==> config.mk <==
export PLATFORM = sky130hd
export DESIGN_NAME = mc_ctrl_fsm
export DESIGN_NICKNAME = d
export VERILOG_FILES = /design/src/rtl/rv_ctrl_pkg.sv /design/src/rtl/imm_src_dec.sv /design/src/rtl/mc_ctrl_fsm.sv
export SDC_FILE = /design/constraint.sdc
export NUM_CORES = 1
export LEC_CHECK = 0
export CAP_MARGIN = 20
export CORE_UTILIZATION = 30
export DETAILED_ROUTE_END_ITERATION = 8
export PLACE_DENSITY_LB_ADDON = 0.25
export SLEW_MARGIN = 20
export SYNTH_ARGS = -nofsm -noshare
export SYNTH_HDL_FRONTEND = slang
export SYNTH_HIERARCHICAL = 1
export SYNTH_SLANG_ARGS = --single-unit
==> constraint.sdc <==
create_clock -name clk -period 2.2 [get_ports clk]
set_clock_uncertainty 0.15 [all_clocks]
set_input_delay 0.44 -clock clk [delete_from_list [all_inputs] [get_ports clk]]
set_output_delay 0.44 -clock clk [all_outputs]
set_load 0.02 [all_outputs]
==> src/rtl/rv_ctrl_pkg.sv <==
// ----------------------------------------------------------------------------
// rv_ctrl_pkg
// Shared constants for the multi-cycle RV32I control path: opcodes, branch
// funct3 codes, the ALUOP encoding (also consumed by alu_dec), datapath mux
// select encodings and the controller state enum.
// Optional feature macro: MC_ILLEGAL_TRAP_EN adds the StTrap state.
// ----------------------------------------------------------------------------
package rv_ctrl_pkg;

    // Opcodes, instr[6:0]
    localparam logic [6:0] OpLoad   = 7'b0000011;
    localparam logic [6:0] OpStore  = 7'b0100011;
    localparam logic [6:0] OpRType  = 7'b0110011;
    localparam logic [6:0] OpIType  = 7'b0010011;
    localparam logic [6:0] OpBranch = 7'b1100011;
    localparam logic [6:0] OpJal    = 7'b1101111;

    // Branch funct3, instr[14:12]
    localparam logic [2:0] F3Beq = 3'b000;
    localparam logic [2:0] F3Bne = 3'b001;
    localparam logic [2:0] F3Blt = 3'b100;

    // ALUOP to alu_dec
    localparam logic [1:0] AluOpAdd    = 2'b00;
    localparam logic [1:0] AluOpBranch = 2'b01;
    localparam logic [1:0] AluOpFunct  = 2'b10;

    // ALUSrcA
    localparam logic [1:0] SrcAPc    = 2'b00;
    localparam logic [1:0] SrcAOldPc = 2'b01;
    localparam logic [1:0] SrcARd1   = 2'b10;

    // ALUSrcB
    localparam logic [1:0] SrcBRd2  = 2'b00;
    localparam logic [1:0] SrcBImm  = 2'b01;
    localparam logic [1:0] SrcBFour = 2'b10;

    // ResultSrc
    localparam logic [1:0] ResAluOut    = 2'b00;
    localparam logic [1:0] ResData      = 2'b01;
    localparam logic [1:0] ResAluResult = 2'b10;

    // ImmSrc
    localparam logic [1:0] ImmI = 2'b00;
    localparam logic [1:0] ImmS = 2'b01;
    localparam logic [1:0] ImmB = 2'b10;
    localparam logic [1:0] ImmJ = 2'b11;

    typedef enum logic [3:0] {
        StFetch,
        StDecode,
        StMemAdr,
        StMemRead,
        StMemWb,
        StMemWrite,
        StExecR,
        StExecI,
        StAluWb,
        StJal,
        StBranch
`ifdef MC_ILLEGAL_TRAP_EN
        ,
        StTrap
`endif
    } state_e;

endpackage

==> src/rtl/imm_src_dec.sv <==
// ----------------------------------------------------------------------------
// imm_src_dec
// Combinational opcode -> immediate format select.
//   op_i      : instruction opcode, instr[6:0]
//   imm_src_o : 00 I, 01 S, 10 B, 11 J
// ----------------------------------------------------------------------------
module imm_src_dec
    import rv_ctrl_pkg::*;
(
    input  logic [6:0] op_i,
    output logic [1:0] imm_src_o
);

    always_comb begin
        imm_src_o = ImmI;
        case (op_i)
            OpStore:  imm_src_o = ImmS;
            OpBranch: imm_src_o = ImmB;
            OpJal:    imm_src_o = ImmJ;
            default:  imm_src_o = ImmI;
        endcase
    end

endmodule

==> src/rtl/mc_ctrl_fsm.sv <==
// ----------------------------------------------------------------------------
// mc_ctrl_fsm
// Multi-cycle main controller for the RV32I core. Sequences fetch, decode,
// execute, memory and writeback over a shared ALU and a single memory port.
// Inputs : clk, rst_n (async active-low), op, funct3, zero, lt, mem_ready
// Outputs: mem_req, ALUOP, ALUSrcA, ALUSrcB, ResultSrc, ImmSrc, AdrSrc,
//          IRWrite, PCWrite, RegWrite, MemWrite, illegal
// Parameter USE_MEM_READY: 0 treats mem_ready as permanently high.
// Optional feature macro: MC_ILLEGAL_TRAP_EN (unknown opcode -> sticky TRAP).
// State-decoded outputs are registered from the next state so that reset
// clears them immediately; IRWrite, PCWrite and ImmSrc are combinational.
// ----------------------------------------------------------------------------
module mc_ctrl_fsm
    import rv_ctrl_pkg::*;
#(
    parameter bit USE_MEM_READY = 1'b1
) (
    input  logic       clk,
    input  logic       rst_n,
    input  logic [6:0] op,
    input  logic [2:0] funct3,
    input  logic       zero,
    input  logic       lt,
    input  logic       mem_ready,
    output logic       mem_req,
    output logic [1:0] ALUOP,
    output logic [1:0] ALUSrcA,
    output logic [1:0] ALUSrcB,
    output logic [1:0] ResultSrc,
    output logic [1:0] ImmSrc,
    output logic       AdrSrc,
    output logic       IRWrite,
    output logic       PCWrite,
    output logic       RegWrite,
    output logic       MemWrite,
    output logic       illegal
);

    state_e     state_q, state_d;
    logic       mem_req_q, mem_req_d;
    logic [1:0] alu_op_q, alu_op_d;
    logic [1:0] src_a_q, src_a_d;
    logic [1:0] src_b_q, src_b_d;
    logic [1:0] res_src_q, res_src_d;
    logic       adr_src_q, adr_src_d;
    logic       reg_write_q, reg_write_d;
    logic       mem_write_q, mem_write_d;
    logic       ready;
    logic       fetch_done;
    logic       branch_taken;

    assign ready = USE_MEM_READY ? mem_ready : 1'b1;

    // The first cycle after reset has mem_req low, so no fetch completes there.
    assign fetch_done = (state_q == StFetch) && mem_req_q && ready;

    always_comb begin
        case (funct3)
            F3Beq:   branch_taken = zero;
            F3Bne:   branch_taken = ~zero;
            F3Blt:   branch_taken = lt;
            default: branch_taken = 1'b0;
        endcase
    end

    always_comb begin
        state_d = state_q;
        case (state_q)
            StFetch:    if (fetch_done) state_d = StDecode;
            StDecode: begin
                case (op)
                    OpLoad, OpStore: state_d = StMemAdr;
                    OpRType:         state_d = StExecR;
                    OpIType:         state_d = StExecI;
                    OpBranch:        state_d = StBranch;
                    OpJal:           state_d = StJal;
`ifdef MC_ILLEGAL_TRAP_EN
                    default:         state_d = StTrap;
`else
                    default:         state_d = StFetch;
`endif
                endcase
            end
            StMemAdr:   state_d = (op == OpLoad) ? StMemRead : StMemWrite;
            StMemRead:  if (ready) state_d = StMemWb;
            StMemWb:    state_d = StFetch;
            StMemWrite: if (ready) state_d = StFetch;
            StExecR:    state_d = StAluWb;
            StExecI:    state_d = StAluWb;
            StAluWb:    state_d = StFetch;
            StJal:      state_d = StAluWb;
            StBranch:   state_d = StFetch;
`ifdef MC_ILLEGAL_TRAP_EN
            StTrap:     state_d = StTrap;
`endif
            default:    state_d = StFetch;
        endcase
    end

    // Moore outputs of the state being entered, registered alongside it.
    always_comb begin
        mem_req_d   = 1'b0;
        alu_op_d    = AluOpAdd;
        src_a_d     = SrcAPc;
        src_b_d     = SrcBRd2;
        res_src_d   = ResAluOut;
        adr_src_d   = 1'b0;
        reg_write_d = 1'b0;
        mem_write_d = 1'b0;
        case (state_d)
            StFetch: begin
                mem_req_d = 1'b1;
                src_b_d   = SrcBFour;
                res_src_d = ResAluResult;
            end
            StDecode: begin
                src_a_d = SrcAOldPc;
                src_b_d = SrcBImm;
            end
            StMemAdr: begin
                src_a_d = SrcARd1;
                src_b_d = SrcBImm;
            end
            StMemRead: begin
                mem_req_d = 1'b1;
                adr_src_d = 1'b1;
            end
            StMemWb: begin
                res_src_d   = ResData;
                reg_write_d = 1'b1;
            end
            StMemWrite: begin
                mem_req_d   = 1'b1;
                adr_src_d   = 1'b1;
                mem_write_d = 1'b1;
            end
            StExecR: begin
                src_a_d  = SrcARd1;
                alu_op_d = AluOpFunct;
            end
            StExecI: begin
                src_a_d  = SrcARd1;
                src_b_d  = SrcBImm;
                alu_op_d = AluOpFunct;
            end
            StAluWb:  reg_write_d = 1'b1;
            StJal: begin
                src_a_d = SrcAOldPc;
                src_b_d = SrcBFour;
            end
            StBranch: begin
                src_a_d  = SrcARd1;
                alu_op_d = AluOpBranch;
            end
            default: ;
        endcase
    end

`ifdef MC_ILLEGAL_TRAP_EN
    logic illegal_q, illegal_d;
    assign illegal_d = illegal_q | (state_d == StTrap);
    assign illegal   = illegal_q;
`else
    assign illegal = 1'b0;
`endif

    always_ff @(posedge clk or negedge rst_n) begin
        if (!rst_n) begin
            state_q     <= StFetch;
            mem_req_q   <= 1'b0;
            alu_op_q    <= 2'b00;
            src_a_q     <= 2'b00;
            src_b_q     <= 2'b00;
            res_src_q   <= 2'b00;
            adr_src_q   <= 1'b0;
            reg_write_q <= 1'b0;
            mem_write_q <= 1'b0;
`ifdef MC_ILLEGAL_TRAP_EN
            illegal_q   <= 1'b0;
`endif
        end else begin
            state_q     <= state_d;
            mem_req_q   <= mem_req_d;
            alu_op_q    <= alu_op_d;
            src_a_q     <= src_a_d;
            src_b_q     <= src_b_d;
            res_src_q   <= res_src_d;
            adr_src_q   <= adr_src_d;
            reg_write_q <= reg_write_d;
            mem_write_q <= mem_write_d;
`ifdef MC_ILLEGAL_TRAP_EN
            illegal_q   <= illegal_d;
`endif
        end
    end

    assign mem_req   = mem_req_q;
    assign ALUOP     = alu_op_q;
    assign ALUSrcA   = src_a_q;
    assign ALUSrcB   = src_b_q;
    assign ResultSrc = res_src_q;
    assign AdrSrc    = adr_src_q;
    assign RegWrite  = reg_write_q;
    assign MemWrite  = mem_write_q;
    assign IRWrite   = fetch_done;
    assign PCWrite   = fetch_done || (state_q == StJal) ||
                       ((state_q == StBranch) && branch_taken);

    imm_src_dec u_imm_src_dec (
        .op_i      (op),
        .imm_src_o (ImmSrc)
    );

endmodule

==> reports/qor.yml, run 1 <==
wl_met1_um: 991
synth.area.top_cells: "dfrtp_1 43%, nor2_1 4.4%, a21oi_1 4.3%, nand2_1 4.0%, nor3_2 2.1%"
vias: 902
ys_warn_count: 6
yosysTopAreaCell: "dfrtp_1"
startpoint_type: "input port"
row_count: 19
grt_max_degree: 17
syn_to_final_growth_pct: 54.9
grt_use_total: 0.152
finalPower_uw: 791
layout_worst_path_cycle_share: 0.969
post-route-util: 0.507
reg2reg_depth: 8
core_area_mm2: 0.00285
drc: 2
nNetsFinal: 170
avgSynthCellArea_um2: 8.99
tritoncts: "built"
slew-limit-headroom: 0.556
ys_ff_latch: 16
routed.top_layer: "met4"
ys_types: 41
worst_pin_slew_ns: 0.664
portBuffers: 30
grt_pass1_wl_um: 3920
syn_nets: 119
dp_hpwl_um: 1820
postCtsHoldBufs: 0
postSynth.asyncResetShare: 1.00
status: "finished with violations"
seqCellArea_um2: 400
die-area_mm2: 0.00334
crit_fanout: 2
die_width_um: 57.8
drive_above_1_share: 0.268
synth_edf_count: 0
power.density_mw_per_mm2: 546
ios: 32
worstReg2RegEnd: "ALUSrcA[0]"
worstPathArrival_ns: 1.54
clock_path_buffers: 2
start_util: 0.328
setup_viol: 0
endpoint: "ImmSrc[0]"
netlist_area_um2: 935
worstSetupStartpoint: "op[3]"
vias_per_cell: 4.90
overflow: 0
clk_pin_slew_ns: 0.08
synth_top_area_share: 0.428
multiInputGateArea_um2: 497
cts_root_buffer: "clkbuf_4"
drtAntennaViolNets: 0
vdd.ir_drop.worst_mv: 0.402
violations: "design-rule violations"
timing.rr.start: "state_q[0]"
cts_made_buffers: 3
htreeDepth: 1
critical_path_required_ns: 1.61
place.gp.congestion: 0.791
wl_um: 2200
fin_ws_ns: 0.0680
hp-class: "input port to async pin"
finalCriticalPeriod_ns: 2.13
drt_iter0_markers: 12
cap_viol_max_count: 0
wl_met2_um: 1120
fillers: 283
critPathKind: "input port to output pin"
first_pass_iters: 8
fmax_ghz: 0.469
pre_cts_ws_ns: -0.409
synth-main-ff-cell: "dfrtp_1"
antenna_found_initial: 0
wl_met3_um: 81
synth-seq-area-share: 0.428
die_h_um: 57.8
cts_setup_buffers: 0
reg2reg_slack_ns: 0.11
cp-end-kind: "output pin"
clkLatencyLatePin_ns: 0.27
p_leak_uw: 0.000685
hold_viol_final: 0
wl_per_cell_um: 12.0
netlist_instances: 104
rsz0062_at_grt: "false"
clock-sinks: 16
grt_pass1_vias: 906
slew_violations: 0
antennaDiodeCount: 0
worst max-delay path, cell delays in order:
cell and delay (ns):
clkdlybuf4s50_1 0.42, or3_4 0.37, a21boi_2 0.15, buf_4 0.15
cell usage in the layout, fill, tap and decap left out, drive strengths merged, types with 3 or more instances in the layout:
cell type      instances
a21oi                  8
buf                   25
clkbuf                 3
clkdlybuf4s50         23
dfrtp                 16
dlymetal6s2s           3
inv                    7
nand2                 11
nor2                  11
nor2b                  3
nor3                   5
o21ai                  5
o22ai                  3
layer usage:
layer | GRT usage | up-vias
met5 | 0 | -
met4 | 0.0374 | 0
met3 | 0.0446 | 2
met2 | 0.266 | 24
met1 | 0.181 | 416
li1 | - | 460
through the flow:
step / instances / hold slack, ns / instance area, um^2 / setup TNS, ns
3_5_place_dp: 181 / 0.450 / 1410 / -2.23
4_1_cts: 184 / 0.443 / 1420 / 0
3_3_place_gp: 181 / 0.461 / 1410 / -2.04
5_1_grt: 184 / 0.477 / 1450 / 0
2_1_floorplan: 104 / -0.00559 / 941 / 0
6_report: 184 / 0.417 / 1450 / 0
Yosys cell counts, types with 2 or more instances:
| master | instances |
|---|---|
| nand2_1 | 10 |
| o22ai_1 | 3 |
| nor2b_1 | 3 |
| o21bai_1 | 2 |
| nor3_1 | 3 |
| xnor2_1 | 2 |
| or3_1 | 2 |
| o21ai_1 | 2 |
| o21ai_0 | 3 |
| and2_1 | 2 |
| a22oi_1 | 2 |
| a21oi_1 | 8 |
| nor3_2 | 2 |
| buf_2 | 3 |
| dfrtp_1 | 16 |
| inv_1 | 5 |
| nor2_1 | 11 |
| inv_2 | 2 |
layout make-up:
type,instances,share of cell area
Tap cell,31,0.0268
Clock buffer,3,0.0156
Timing Repair Buffer,52,0.320
Multi-Input combinational cell,75,0.343
Inverter,7,0.0182
Sequential cell,16,0.277
where the power goes:
| group | total (uW) | switching, uW | internal [uW] |
|---|---|---|---|
| registers | 339 | 16.3 | 323 |
| logic | 310 | 152 | 158 |
| clock network | 141 | 78.0 | 63.3 |
| total | 791 | 247 | 544 |
logic make-up after synthesis:
logic type	share of synthesized area
AND/OR/NAND/NOR	0.295
AO/OA/AOI/OAI	0.175
flip-flops	0.428
buffers and inverters	0.0683
XOR/XNOR	0.0187
multiplexers	0.0107
other	0.00401
repair_timing:
item / 4_1_cts / 5_1_grt
endpoints found under the hold margin: 0 / 0
pin swaps: 0 / 2
setup endpoints to repair: 4 / 4
gates resized for setup: 12 / 12
gates cloned: 0 / 0
state kept, by name (all words and copies together) (netlist names):
name / cells
RegWrite: 1
ALUOP: 2
state_q: 4
ResultSrc: 2
ALUSrcB: 2
AdrSrc: 1
ALUSrcA: 2
MemWrite: 1
mem_req: 1
worst min path at each step:
| stage | endpoint | slack (ns) | cells past startpoint |
|---|---|---|---|
| floorplan | ALUOP[0] | -0.006 | 0 |
| global placement | AdrSrc | 0.46 | 2 |
| detailed placement | AdrSrc | 0.45 | 2 |
| CTS | RegWrite | 0.44 | 1 |
| global route | state_q[3] | 0.48 | 1 |
| finish | RegWrite | 0.42 | 1 |
Note: power is estimated with default switching activity, not from simulation.
==> run 2: changes to the inputs <==
- SLEW_MARGIN: 20 -> unset
==> results of run 2 <==
Final layout, timing and power as in run 1 (identical DEF).
==> run 3: changes to the inputs <==
- CORE_UTILIZATION: 30 -> 44
- GPL_ROUTABILITY_DRIVEN: unset -> 0
- SKIP_CTS_REPAIR_TIMING: unset -> 1
==> reports/qor.yml, run 3 (same netlist as run 1, synthesis figures left out) <==
power.density_mw_per_mm2: 575  # +5.2%
tns_ns: 0  # unchanged
grt_pass1_wl_um: 3260  # -17%
fmax_ghz: 0.466  # -0.62%
vias_per_cell: 5.09  # +3.8%
htreeDepth: 1  # unchanged
wl_um: 2080  # -5.6%
start_util: 0.472  # +0.144
worstReg2RegEnd: "ALUSrcA[0]"
die-area_mm2: 0.00231  # -31%
setup_viol: 0  # unchanged
fillers: 153  # -46%
slew_violations: 0  # unchanged
path_delay_family: "buffers and inverters"
antennaDiodeCount: 0  # unchanged
hold_viol_final: 0  # unchanged
postLayoutCellArea_mm2: 0.00144  # -0.61%
final_cell_count_no_fill: 181  # -1.6%
dp_hpwl_um: 1680  # -7.5%
vdd.ir_drop.worst_mv: 0.610  # +52%
core_area_mm2: 0.00198  # -31%
wl_per_cell_um: 11.5  # -4.1%
placed_cell_area_mm2: 0.00140  # -0.36%
rsz0062_at_grt: "true"
reg2reg_slack_ns: 0.13  # +0.02 ns
drtAntennaViolNets: 0  # unchanged
p_leak_uw: 0.000692  # +1.0%
critical_path_required_ns: 1.61  # about the same
clock_path_buffers: 2  # unchanged
portBuffers: 30  # unchanged
clk_pin_slew_ns: 0.09  # about the same
row_count: 16  # -3
crit_buf_inv: 2  # unchanged
drc: 0  # -2
post-route-util: 0.726  # +0.219
regMostFlops: "state_q"
grt_max_degree: 17  # unchanged
layout_commonest_cell: "clkdlybuf4s50_1"
first_pass_iters: 4  # -4
worstPathCellList: "clkdlybuf4s50_1 > or3_1 > a21boi_1 > clkbuf_2"
die_h_um: 48.1  # -17%
cts_root_buffer: "clkbuf_4"
clock-sinks: 16  # unchanged
final_cell_mix: "25 x clkdlybuf4s50_1, 23 x buf_4, 16 x dfrtp_1, 11 x nor2_1, 10 x nand2_1"
slew-limit-headroom: 0.557  # +0.00153
crit_fanout: 2  # unchanged
drive_above_1_share: 0.247  # -0.0212
critPathKind: "input port to output pin"
largest_reg_flops: 4  # unchanged
clkLatencyLatePin_ns: 0.28  # about the same
worst_pin_slew_ns: 0.662  # -0.00229 ns
ios: 32  # unchanged
antenna_found_initial: 0  # unchanged
finalCriticalPeriod_ns: 2.15  # +0.0133 ns
drt_iter0_markers: 14  # +2
grt_pass1_vias: 772  # -15%
hp-class: "input port to async pin"
cpPeakStageDelay_ns: 0.41  # about the same
layout_worst_path_cycle_share: 0.975  # +0.00605
cp-end-kind: "output pin"
vias: 921  # +2.1%
cpMaxStageDelayCell: "clkdlybuf4s50_1"
cts_made_buffers: 3  # unchanged
tritoncts: "built"
timing.rr.start: "state_q[3]"
dpl.cell_count: 177  # -2.2%
nNetsFinal: 170  # unchanged
syn_to_final_growth_pct: 53.9
worstPathArrival_ns: 1.56  # +0.02 ns
reg2reg_depth: 8  # unchanged
overflow: 0  # unchanged
cap_viol_max_count: 0  # unchanged
die_width_um: 48.1  # -17%
status: "complete, no violations"
grt_use_total: 0.205  # +0.0533
startpoint_type: "input port"
==> run 3: worst max path at each step <==
| stage | start | endpoint | slack, ns | depth (start not counted) |
|---|---|---|---|---|
| final | op[2] | ImmSrc[0] | 0.05 | 4 |
| after global routing | zero | PCWrite | -0.02 | 7 |
| after CTS | funct3[2] | PCWrite | -0.43 | 6 |
| after detailed placement | funct3[2] | PCWrite | -0.41 | 6 |
| after global placement | funct3[2] | PCWrite | -0.37 | 6 |
| after floorplan | mem_ready | PCWrite | 0.06 | 4 |
==> run 3: per-stage QoR <==
step / total power [uW] / setup slack [ns] / hold slack (ns)
final: 827 / 0.0547 / 0.403
after global routing: 874 / -0.0161 / 0.453
after CTS: 836 / -0.425 / 0.410
after detailed placement: 650 / -0.412 / 0.452
after global placement: 643 / -0.367 / 0.451
after floorplan: 498 / 0.0577 / -0.00559
==> run 3: area by class of cell <==
cell class | count | area [um^2] | share of cell area
clock buffer | 4 | 36.3 | 0.0252
tap | 27 | 33.8 | 0.0235
sequential | 16 | 400 | 0.278
timing repair buffer | 52 | 465 | 0.323
multi-input combinational | 75 | 477 | 0.331
inverter | 7 | 26.3 | 0.0183
==> run 3: power by group <==
group	internal [uW]	switching [uW]
registers	323	14.3
clock network	101	83.9
logic	155	150
total	579	248
==> run 3: routing by layer <==
layer	global-route usage	vias to the layer above	part of all wire
li1	-	461	-
met1	0.242	424	0.44
met2	0.359	30	0.50
met3	0.0667	6	0.048
met4	0.0500	0	0.020
met5	0	-	0
